File: src/rtl/pcie_cpl_tx.sv
// Completion TLP transmitter: captures one completion request and streams it
// as 16-bit words on the VC0 transmit port once completion credits allow.
module pcie_cpl_tx (
    input  logic        sys_clk_125,
    input  logic        rst,
    input  logic        cpl_req,
    input  logic        cpl_has_data,
    input  logic [2:0]  cpl_status,
    input  logic [15:0] cpl_req_id,
    input  logic [7:0]  cpl_tag,
    input  logic [6:0]  cpl_lower_addr,
    input  logic [11:0] cpl_byte_cnt,
    input  logic [31:0] cpl_data,
    input  logic [7:0]  bus_num,
    input  logic [4:0]  dev_num,
    input  logic [2:0]  func_num,
    output logic        cpl_ack,
    output logic        cpl_busy,
    output logic        cpl_done,
    output logic [15:0] cpl_sent_cnt,
    output logic        tx_req_vc0,
    input  logic        tx_rdy_vc0,
    output logic [15:0] tx_data_vc0,
    output logic        tx_st_vc0,
    output logic        tx_end_vc0,
    output logic        tx_nlfy_vc0,
    input  logic [8:0]  tx_ca_cplh_vc0,
    input  logic [12:0] tx_ca_cpld_vc0,
    input  logic        tx_ca_cpl_recheck_vc0
);

    typedef enum logic [1:0] {IDLE, CRED, REQ, SEND} state_t;

    state_t      state, state_nxt;
    logic [2:0]  idx;
    logic        has_data;
    logic [2:0]  status;
    logic [15:0] req_id;
    logic [7:0]  tag;
    logic [6:0]  lower_addr;
    logic [11:0] byte_cnt;
    logic [31:0] data;
    logic [15:0] cpl_id;
    logic [15:0] sent_cnt;
    logic        ack_q;
    logic        done_q;

    logic [2:0]  last_idx;
    logic        capture;
    logic        credit_ok;
    logic        accept_last;

    assign last_idx    = has_data ? 3'd7 : 3'd5;
    assign capture     = (state == IDLE) && cpl_req;
    assign credit_ok   = !tx_ca_cpl_recheck_vc0 && (tx_ca_cplh_vc0 != '0) &&
                         (!has_data || (tx_ca_cpld_vc0 != '0));
    assign accept_last = (state == SEND) && tx_rdy_vc0 && (idx == last_idx);

    always_ff @(posedge sys_clk_125 or posedge rst) begin
        if (rst) begin
            state <= IDLE;
        end else begin
            state <= state_nxt;
        end
    end

    always_comb begin
        state_nxt = state;
        case (state)
            IDLE: if (cpl_req)     state_nxt = CRED;
            CRED: if (credit_ok)   state_nxt = REQ;
            REQ:  if (tx_rdy_vc0)  state_nxt = SEND;
            SEND: if (accept_last) state_nxt = IDLE;
            default:               state_nxt = IDLE;
        endcase
    end

    always_ff @(posedge sys_clk_125 or posedge rst) begin
        if (rst) begin
            idx        <= '0;
            has_data   <= 1'b0;
            status     <= '0;
            req_id     <= '0;
            tag        <= '0;
            lower_addr <= '0;
            byte_cnt   <= '0;
            data       <= '0;
            cpl_id     <= '0;
            sent_cnt   <= '0;
            ack_q      <= 1'b0;
            done_q     <= 1'b0;
        end else begin
            ack_q  <= capture;
            done_q <= accept_last;
            if (capture) begin
                has_data   <= cpl_has_data;
                status     <= cpl_status;
                req_id     <= cpl_req_id;
                tag        <= cpl_tag;
                lower_addr <= cpl_lower_addr;
                byte_cnt   <= cpl_byte_cnt;
                data       <= cpl_data;
                cpl_id     <= {bus_num, dev_num, func_num};
            end
            if (state == REQ) begin
                idx <= '0;
            end else if ((state == SEND) && tx_rdy_vc0 && (idx != last_idx)) begin
                idx <= idx + 3'd1;
            end
            if (accept_last) begin
                sent_cnt <= sent_cnt + 16'd1;
            end
        end
    end

    // Transmit outputs are decoded from state/index/captured fields only.
    always_comb begin
        tx_req_vc0  = (state == REQ);
        cpl_busy    = (state != IDLE);
        tx_st_vc0   = 1'b0;
        tx_end_vc0  = 1'b0;
        tx_data_vc0 = '0;
        if (state == SEND) begin
            tx_st_vc0  = (idx == 3'd0);
            tx_end_vc0 = (idx == last_idx);
            case (idx)
                3'd0:    tx_data_vc0 = has_data ? 16'h4A00 : 16'h0A00;
                3'd1:    tx_data_vc0 = {15'd0, has_data};
                3'd2:    tx_data_vc0 = cpl_id;
                3'd3:    tx_data_vc0 = {status, 1'b0, byte_cnt};
                3'd4:    tx_data_vc0 = req_id;
                3'd5:    tx_data_vc0 = {tag, 1'b0, lower_addr};
                3'd6:    tx_data_vc0 = data[31:16];
                default: tx_data_vc0 = data[15:0];
            endcase
        end
    end

    assign cpl_ack      = ack_q;
    assign cpl_done     = done_q;
    assign cpl_sent_cnt = sent_cnt;
    assign tx_nlfy_vc0  = 1'b0;

endmodule

File: config.mk
export PLATFORM = sky130hd
export DESIGN_NAME = pcie_cpl_tx
export DESIGN_NICKNAME = d
export VERILOG_FILES = /design/src/rtl/pcie_cpl_tx.sv
export SDC_FILE = /design/constraint.sdc
export NUM_CORES = 1
export LEC_CHECK = 0
export CAP_MARGIN = 20
export CORE_MARGIN = 4
export CORE_UTILIZATION = 47
export DETAILED_ROUTE_END_ITERATION = 16
export PLACE_DENSITY_LB_ADDON = 0.05
export REMOVE_ABC_BUFFERS = 1
export SLEW_MARGIN = 40
export SYNTH_ARGS = -nofsm -noshare
export SYNTH_HDL_FRONTEND = slang
export SYNTH_SLANG_ARGS = --single-unit
File: constraint.sdc
create_clock -name sys_clk_125 -period 5.7 [get_ports sys_clk_125]
set_input_delay 1.14 -clock sys_clk_125 [delete_from_list [all_inputs] [get_ports sys_clk_125]]
set_output_delay 1.14 -clock sys_clk_125 [all_outputs]
set_load 0.005 [all_outputs]
==> impl_metrics.json, run 1 <==
{
  "slew_violations": 0,
  "hold_path.startpoint": "cpl_sent_cnt[15]$_DFFE_PP0P_",
  "cts_sinks": 118,
  "boundaryPins": 161,
  "status": "finished, final reports clean",
  "start_kind": "register",
  "viasPerCell": 5.49,
  "syn2layout_area_growth_pct": 42.9,
  "yosysTopAreaCellShare_pct": 54.6,
  "die_y_um": 115,
  "crit_type": "register to output pin",
  "fin_util_pct": 70.1,
  "grt_setup_unrepaired": "false",
  "path_buf_inv": 3,
  "synth-edff-count": 0,
  "p_sw_share_pct": 29.9,
  "combPwrFrac_pct": 33.1,
  "startpoint": "idx[2]$_DFFE_PP0P_",
  "cts_buffers": 17,
  "cp_max_fo": 15,
  "internal_power_w": 0.00265,
  "ys_types": 40,
  "async_flop_share_pct": 100,
  "power_switching_w": 0.00113,
  "yosysWarnings": 0,
  "worstMarginPinSlew_ns": 0.750,
  "cts_setup_buffers": 0,
  "min_period_ns": 4.55,
  "preCtsSetupSlack_ns": 1.57,
  "total_power_w": 0.00378,
  "ys_seq_area_share_pct": 54.6,
  "initial_core_util_pct": 49.1,
  "rows": 38,
  "num-nets-final": 710,
  "drt_first_pass_iters": 5,
  "cp-end-kind": "output pin",
  "max_freq_ghz": 0.220,
  "crit_top_cell": "a21oi_1",
  "crit_slowest_cell": "dfrtp_1",
  "synth.top_cells.by_area": "dfrtp_1 (55%), mux2_2 (21%), a222oi_1 (2.6%), ha_1 (2.5%), xnor2_1 (2.4%)",
  "setup_viol": 0,
  "wl_um": 14200,
  "core_area_um2": 11000,
  "finalNonFillerCells": 730,
  "p_per_area_nw_per_um2": 489,
  "diodes": 0,
  "slew_headroom_pct": 50.0,
  "max_cap_violations": 0,
  "synthesis.area_um2": 5410,
  "holdBufCountCts": 0,
  "required_ns": 4.56,
  "hold_class": "register to register",
  "r2r-start": "state[0]$_DFFE_PP0P_",
  "grt_max_degree": 72,
  "place.gp.congestion": 0.782,
  "root_buffer": "clkbuf_16",
  "grtUsageTotal_pct": 22.4,
  "synthFlopType": "dfrtp_1",
  "portBuffers": 159,
  "fin_worst_skew_ns": 0.00502,
  "grt_pass1_vias": 4471,
  "antenna_found_initial": 0,
  "grt_pass1_wl_um": 22500,
  "dieArea_um2": 13300,
  "synth_area_per_cell_um2": 13.0,
  "critPathArrivalTime_ns": 3.41,
  "path_delay_family": "buffers and inverters",
  "tns_ns": 0,
  "drtIter0Drc": 252,
  "h-tree-depth": 4,
  "cts_tree": "built",
  "synth.top_cells.by_count": "dfrtp_1 (118), mux2_2 (101), a21oi_1 (24)",
  "ant_nets": 0,
  "placed_cells": 698,
  "synth_most_common_cell": "dfrtp_1",
  "ys_ff_latch": 118,
  "postLayoutSetupSlackWorst_ns": 1.15,
  "vdd_ir_drop_max_uv": 303,
  "p_leak_nw": 3.16,
  "overflow": 0,
  "yosys.area.top_type": "dfrtp_1",
  "syn-instance-count": 416,
  "drc": 0,
  "max-clock-path-buffers": 2,
  "dieWidth_um": 115,
  "hold_viol": 0,
  "via_count": 4011,
  "seqPwrFrac_pct": 37.9,
  "clkPwrFrac_pct": 29.0,
  "path_cells": "inv_1 -> ha_1 -> nor4_4 -> buf_4 -> a21oi_1 -> a21oi_1 -> clkdlybuf4s50_1",
  "dp_hpwl_um": 10100,
  "period_share_pct": 79.9,
  "clk_latency_ns": 0.41,
  "clkTransAtPathRegs_ns": 0.05,
  "wl_per_cell_um": 19.4,
  "cts_resized": 0,
  "cp_slowest_stage_delay_ns": 0.68,
  "drive_gt1_share_pct": 24.6
}
==> cell type report <==
class	instances	area, um^2
clock buffers	23	488
well taps	140	175
inverters	12	50.0
flip-flops and latches	118	2950
repair buffers	166	1640
clock inverters	9	123
multi-input cells	262	2300
fillers	862	3300
==> routing by layer <==
metal / vias up / wire length (um) / track usage [%]
met2: 160 / 6960 / 36.3
met1: 1979 / 5820 / 27.4
li1: 1852 / - / -
met3: 20 / 1080 / 7.63
met5: - / 0 / 0
met4: 0 / 303 / 9.39
==> cells in the final DEF, fill, tap and decap left out, types with 5 or more instances in the layout <==
cell type,n
clkdlybuf4s50_1,159
nand4_1,9
nor2_1,17
mux2_2,101
dfrtp_1,118
clkinv_2,5
buf_4,7
nand2_1,10
a222oi_1,14
clkbuf_16,17
inv_1,10
and2_1,5
a21oi_1,24
xnor2_1,15
a22oi_1,13
ha_1,11
==> registers in the layout, summed over array words and instances, names as in the netlist <==
name and count:
cpl_id 16, idx 3, cpl_ack 1, status 3
cpl_sent_cnt 16, byte_cnt 12, lower_addr 7, state 2
tag 8, req_id 16, has_data 1, cpl_done 1
data 32
==> metrics by stage <==
stage	area [um^2]	hold WS, ns
6_report	7730	0.478
5_1_grt	7730	0.501
4_1_cts	7730	0.486
3_5_place_dp	7120	0.475
3_3_place_gp	7100	0.466
2_1_floorplan	5300	0.468
==> worst paths after layout <==
check / endpoint / slack (ns) / depth (start not counted)
hold / removal: cpl_sent_cnt[15]$_DFFE_PP0P_ / 0.48 / 1
setup / recovery: tx_data_vc0[10] / 1.15 / 7
hold reg to reg: cpl_sent_cnt[15]$_DFFE_PP0P_ / 0.48 / 1
max in group asynchronous: data[24]$_DFFE_PP0P_ / 3.40 / 3
setup reg to reg: req_id[15]$_DFFE_PP0P_ / 3.26 / 5
min in group asynchronous: status[0]$_DFFE_PP0P_ / 1.23 / 2
==> kinds of logic (layout without fill, tap and decap cells) <==
kind of cell	Yosys count	count (layout)	share of synthesized area (%)
adder cells (fa/ha/maj)	11	11	2.54
AND/OR/NAND/NOR	66	66	7.14
AO/OA/AOI/OAI	64	64	8.41
multiplexers	103	103	21.4
other	1	1	0.0693
buffers and inverters	36	210	3.00
XOR/XNOR	17	17	2.89
flip-flops	118	118	54.6
==> power groups by stage <==
stage | logic, W | registers (W) | clock network (W)
6_report | 0.00125 | 0.00143 | 0.00110
5_1_grt | 0.00137 | 0.00148 | 0.00115
4_1_cts | 0.00127 | 0.00143 | 0.00111
3_5_place_dp | 0.00126 | 0.00145 | 0
3_3_place_gp | 0.00121 | 0.00142 | 0
2_1_floorplan | 0.000866 | 0.00137 | 0
Note: power is estimated with default switching activity, not from simulation.
==> inputs of run 2 (changes only) <==
Settings changed: CORE_UTILIZATION 47 to 43.
Clock period 5.7 ns to 4.19 ns, I/O delays scaled along.
==> impl_metrics.json, run 2 (synthesized netlist as in run 1, its figures left out) <==
{
  "status": "finished, final reports clean",
  "postLayoutSetupSlackWorst_ns": 0.328,
  "root_buffer": "clkbuf_16",
  "antenna_found_initial": 0,
  "cts_setup_buffers": 0,
  "start_kind": "register",
  "max_freq_ghz": 0.259,
  "largest_register_ffs": 32,
  "dieArea_um2": 14400,
  "cp-end-kind": "output pin",
  "num-nets-final": 713,
  "crit_type": "register to output pin",
  "overflow": 0,
  "dp_hpwl_um": 9790,
  "cts_resized": 0,
  "clk_latency_ns": 0.41,
  "initial_core_util_pct": 44.5,
  "wl_met2_um": 6870,
  "diodes": 0,
  "grt_pass1_vias": 4225,
  "boundaryPins": 161,
  "clkTransAtPathRegs_ns": 0.05,
  "h-tree-depth": 4,
  "startpoint": "idx[1]$_DFFE_PP0P_",
  "preCtsSetupSlack_ns": 0.730,
  "worstMarginPinSlew_ns": 0.701,
  "viasPerCell": 5.20,
  "cts_tree": "built",
  "via_count": 3955,
  "die_y_um": 120,
  "final_common_cell": "clkdlybuf4s50_1",
  "cts_buffers": 17,
  "max_cap_violations": 0,
  "p_sw_share_pct": 29.4,
  "grt_max_degree": 60,
  "vdd_ir_drop_max_uv": 428,
  "syn2layout_area_growth_pct": 44.2,
  "r2r-start": "state[0]$_DFFE_PP0P_",
  "power_switching_w": 0.00151,
  "final.fill_count": 966,
  "wl_um": 14000,
  "reg2reg_to": "cpl_id[15]$_DFFE_PP0P_",
  "max-clock-path-buffers": 2,
  "slew_violations": 0,
  "ant_nets": 0,
  "dr_wl_met3_um": 1030,
  "p_leak_nw": 3.18,
  "grt_setup_unrepaired": "false",
  "drtIter0Drc": 225,
  "critPathArrivalTime_ns": 3.02,
  "hold_viol": 0,
  "holdBufCountCts": 0,
  "grt_pass1_wl_um": 22000,
  "hold_class": "register to register",
  "wl_per_cell_um": 18.4,
  "ff2ff_path_depth": 5,
  "fin_worst_skew_ns": 0.0106,
  "slew_headroom_pct": 53.2,
  "cp_max_fo": 11,
  "combPwrFrac_pct": 33.7,
  "grtUsageTotal_pct": 19.9,
  "wl_met1_um": 6030,
  "total_power_w": 0.00513,
  "place.gp.congestion": 0.800,
  "tns_ns": 0,
  "clkPwrFrac_pct": 28.8,
  "endpoint": "tx_data_vc0[7]",
  "period_share_pct": 92.2,
  "seqPwrFrac_pct": 37.5,
  "p_per_area_nw_per_um2": 658,
  "mostFrequentLayoutCells": "clkdlybuf4s50_1 (159), dfrtp_1 (118), mux2_2 (101)",
  "drc": 0,
  "min_period_ns": 3.86,
  "cts_sinks": 118,
  "regMostFlops": "data",
  "internal_power_w": 0.00362,
  "r2r_slack_ns": 1.97,
  "routed.top_layer": "met4",
  "drt_first_pass_iters": 5,
  "setup_viol": 0,
  "drive_gt1_share_pct": 25.0,
  "rows": 40,
  "portBuffers": 159,
  "core_area_um2": 12200,
  "required_ns": 3.35,
  "dieWidth_um": 120
}
[run 2: changes by cell type in the layout (fill, tap and decap cells not counted), sizes merged]
cell | previous run | this run
buf | 7 | 10
[run 2: layout make-up]
cell class / instances / area, um^2 / share of cell area (%)
Clock buffer: 23 / 488 / 6.25
Multi-Input combinational cell: 262 / 2300 / 29.5
Inverter: 12 / 50.0 / 0.641
Sequential cell: 118 / 2950 / 37.8
Tap cell: 168 / 210 / 2.69
Timing Repair Buffer: 169 / 1680 / 21.5
Clock inverter: 9 / 123 / 1.57
[run 2: worst min path at each step]
stage	startpoint	end	slack [ns]	depth (start not counted)
after detailed placement	cpl_sent_cnt[15]$_DFFE_PP0P_	cpl_sent_cnt[15]$_DFFE_PP0P_	0.47	1
after global placement	cpl_sent_cnt[15]$_DFFE_PP0P_	cpl_sent_cnt[15]$_DFFE_PP0P_	0.46	1
after floorplan	cpl_sent_cnt[15]$_DFFE_PP0P_	cpl_sent_cnt[15]$_DFFE_PP0P_	0.47	1
after CTS	cpl_sent_cnt[15]$_DFFE_PP0P_	cpl_sent_cnt[15]$_DFFE_PP0P_	0.48	1
final	cpl_sent_cnt[15]$_DFFE_PP0P_	cpl_sent_cnt[15]$_DFFE_PP0P_	0.47	1
after global routing	cpl_sent_cnt[15]$_DFFE_PP0P_	cpl_sent_cnt[15]$_DFFE_PP0P_	0.49	1
[run 2: critical path: stages, from the launching register on]
cell,delay [ns]
dfrtp_1,0.45
inv_1,0.11
ha_1,0.39
nor4_4,0.59
buf_4,0.26
a222oi_1,0.08
a21oi_1,0.18
clkdlybuf4s50_1,0.55
[run 2: power groups by stage]
stage | sequential [W] | combinational [W] | clock, W
after floorplan | 0.00186 | 0.00118 | 0
after global placement | 0.00192 | 0.00170 | 0
after detailed placement | 0.00194 | 0.00174 | 0
after CTS | 0.00193 | 0.00175 | 0.00151
after global routing | 0.00199 | 0.00188 | 0.00156
final | 0.00192 | 0.00173 | 0.00148
[run 2: metrics by stage]
stage,std cells,util [%],hold WS [ns],area (um^2)
2_1_floorplan,392,-,0.468,5300
3_5_place_dp,729,59.1,0.469,7190
4_1_cts,761,64.1,0.478,7800
5_1_grt,761,64.2,0.489,7800
6_report,761,64.2,0.469,7800
3_3_place_gp,729,59.1,0.464,7190
[run 2: metal layers]
layer	up-vias	track usage [%]
met5	-	0
met4	0	7.37
met3	7	6.45
met2	129	31.9
met1	1958	25.3
li1	1861	-
==> RTL change, RTL diff (config.mk and constraints of run 2) <==
Register the output `cpl_sent_cnt` once more, with the module's reset; this adds one clock of latency there. The other outputs are not delayed to match.
--- a/src/rtl/pcie_cpl_tx.sv
+++ b/src/rtl/pcie_cpl_tx.sv
@@ -138,7 +138,13 @@
 
     assign cpl_ack      = ack_q;
     assign cpl_done     = done_q;
-    assign cpl_sent_cnt = sent_cnt;
+    always_ff @(posedge sys_clk_125 or posedge rst) begin
+        if (rst) begin
+            cpl_sent_cnt <= '0;
+        end else begin
+            cpl_sent_cnt <= sent_cnt;
+        end
+    end
     assign tx_nlfy_vc0  = 1'b0;
 
 endmodule
Behaviour: not the same (a bounded check fails within 10 cycles, from zero or initial values and one cycle with rst high).
==> RTL change against run 2 <==
  * Non-clock buffer count decreased by 1
  * Cell count up 2.0%
  * Setup slack worse by 0.034 ns
  * Sequential share of layout area is 2.9 points higher
  * Synthesized area grew 9.0%
  * Combinational power rose by 5%
  * Wire length up 2.7%
  * Cell area is 5.4% higher
  * Power up 3.1%
  * Sequential cell count grew 16
  * Synthesized cell count is 1.9% higher
  * Hold slack worse by 0.057 ns
  * Sequential power rose by 8%
==> RTL change: results (changes against run 2) <==
outcome: "complete, no violations"  # unchanged
reg2reg_depth: 5  # unchanged
grt_pass1_vias: 4378  # was 4225
drt-initial-drc-count: 263  # was 225
holdPathEnd: "cpl_sent_cnt[8]"  # was cpl_sent_cnt[15]
grt_max_degree: 92  # was 60
grt_pass1_wl_mm: 23.3  # was 22.0 mm
grtUsageTotal_pct: 18.9  # was 19.9%
drive_above_1_share_pct: 27.2  # was 25.0%
cpLargestDelayFamily: "adder cells"  # was buffers and inverters
clk_path_buf_depth: 2  # unchanged
timing.rr.end: "cpl_id[1]"  # was cpl_id[15]
min-delay-start: "sent_cnt[8]"  # was cpl_sent_cnt[15]
ys_top_cells_by_area: "dfrtp_1, mux2_2, a222oi_1"  # unchanged
r2r_slack_ns: 1.95  # was 1.97 ns
p_sw_uw: 1580  # was 1510 uW
dp_slack_ns: 0.738  # was 0.730 ns
slowest_delay_ns: 0.69  # was 0.59 ns
leakagePower_uw: 0.00340  # was 0.00318 uW
dr_total_vias: 4085  # was 3955
worst_slack_ns: 0.294  # was 0.328 ns
seq_area_frac_synth_pct: 56.8  # was 54.6%
crit_slowest_cell: "ha_1"  # was nor4_4
ys_top_cells_by_count: "dfrtp_1, mux2_2, buf_2"  # was dfrtp_1, mux2_2, a21oi_1
layout.nets: 720  # was 713
synth_cell_types: 44  # was 40
peakVddDrop_mv: 0.348  # was 0.428 mV
holdPathStages: 0  # was 1
fillers: 1065  # was 966
ctsResizeCount: 0  # unchanged
place.gp.congestion: 0.781  # was 0.800
worstMarginPinSlew_ns: 0.824  # was 0.701 ns
dpl.hpwl_mm: 10.1  # was 9.79 mm
drt-total-wl_mm: 14.4  # was 14.0 mm
finClkSkew_ns: 0.00928  # was 0.0106 ns
critical_path_peak_fanout: 16  # was 11
worstPathArrival_ns: 3.06  # was 3.02 ns
antenna_cells: 0  # unchanged
## RTL change: per-layer routing
layer  global-route usage (%)  vias to the layer above  share of wire [%]
li1                         -                     1888                  -
met1                     25.8                     2066                 46
met2                     29.8                      116                 48
met3                     5.16                       15                5.2
met4                     5.74                        0                1.2
met5                        0                        -                  0
## RTL change: worst max-delay path by stage
stage,start,end,depth (start not counted)
finish,idx[1],tx_data_vc0[0],8
global route,idx[1],tx_data_vc0[0],8
CTS,idx[1],tx_data_vc0[0],8
detailed placement,idx[1],tx_data_vc0[0],8
global placement,idx[1],tx_data_vc0[0],8
floorplan,rst,byte_cnt[0],1
## RTL change: logic make-up after synthesis
kind of cell	Yosys count	share of synthesized area, %
AO/OA/AOI/OAI	54	7.42
XOR/XNOR	17	2.52
adder cells (fa/ha/maj)	11	2.33
buffers and inverters	36	2.95
flip-flops	134	56.8
multiplexers	116	22.1
other	1	0.0636
AND/OR/NAND/NOR	55	5.79
## RTL change: final cells by class
type / count / area, um2 / area share (%)
sequential: 134 / 3350 / 40.8
multi-input combinational: 254 / 2380 / 28.9
timing repair buffer: 168 / 1660 / 20.2
clock buffer: 19 / 453 / 5.51
tap: 176 / 220 / 2.68
clock inverter: 13 / 106 / 1.29
inverter: 12 / 52.6 / 0.639
## RTL change: power by group through the flow
| stage | Combinational, uW | Sequential, uW | Clock (uW) |
|---|---|---|---|
| global route | 1990 | 2140 | 1480 |
| CTS | 1850 | 2080 | 1430 |
| detailed placement | 1840 | 2100 | 0 |
| global placement | 1800 | 2070 | 0 |
| floorplan | 1230 | 2040 | 0 |
| finish | 1820 | 2080 | 1400 |
## RTL change: through the flow
step	power [uW]	std cells	area, um2	hold slack (ns)
after floorplan	3260	400	5770	0.373
after global placement	3870	744	7660	0.388
after detailed placement	3940	744	7660	0.395
after CTS	5350	776	8220	0.407
after global routing	5610	776	8220	0.411
final	5290	776	8220	0.411
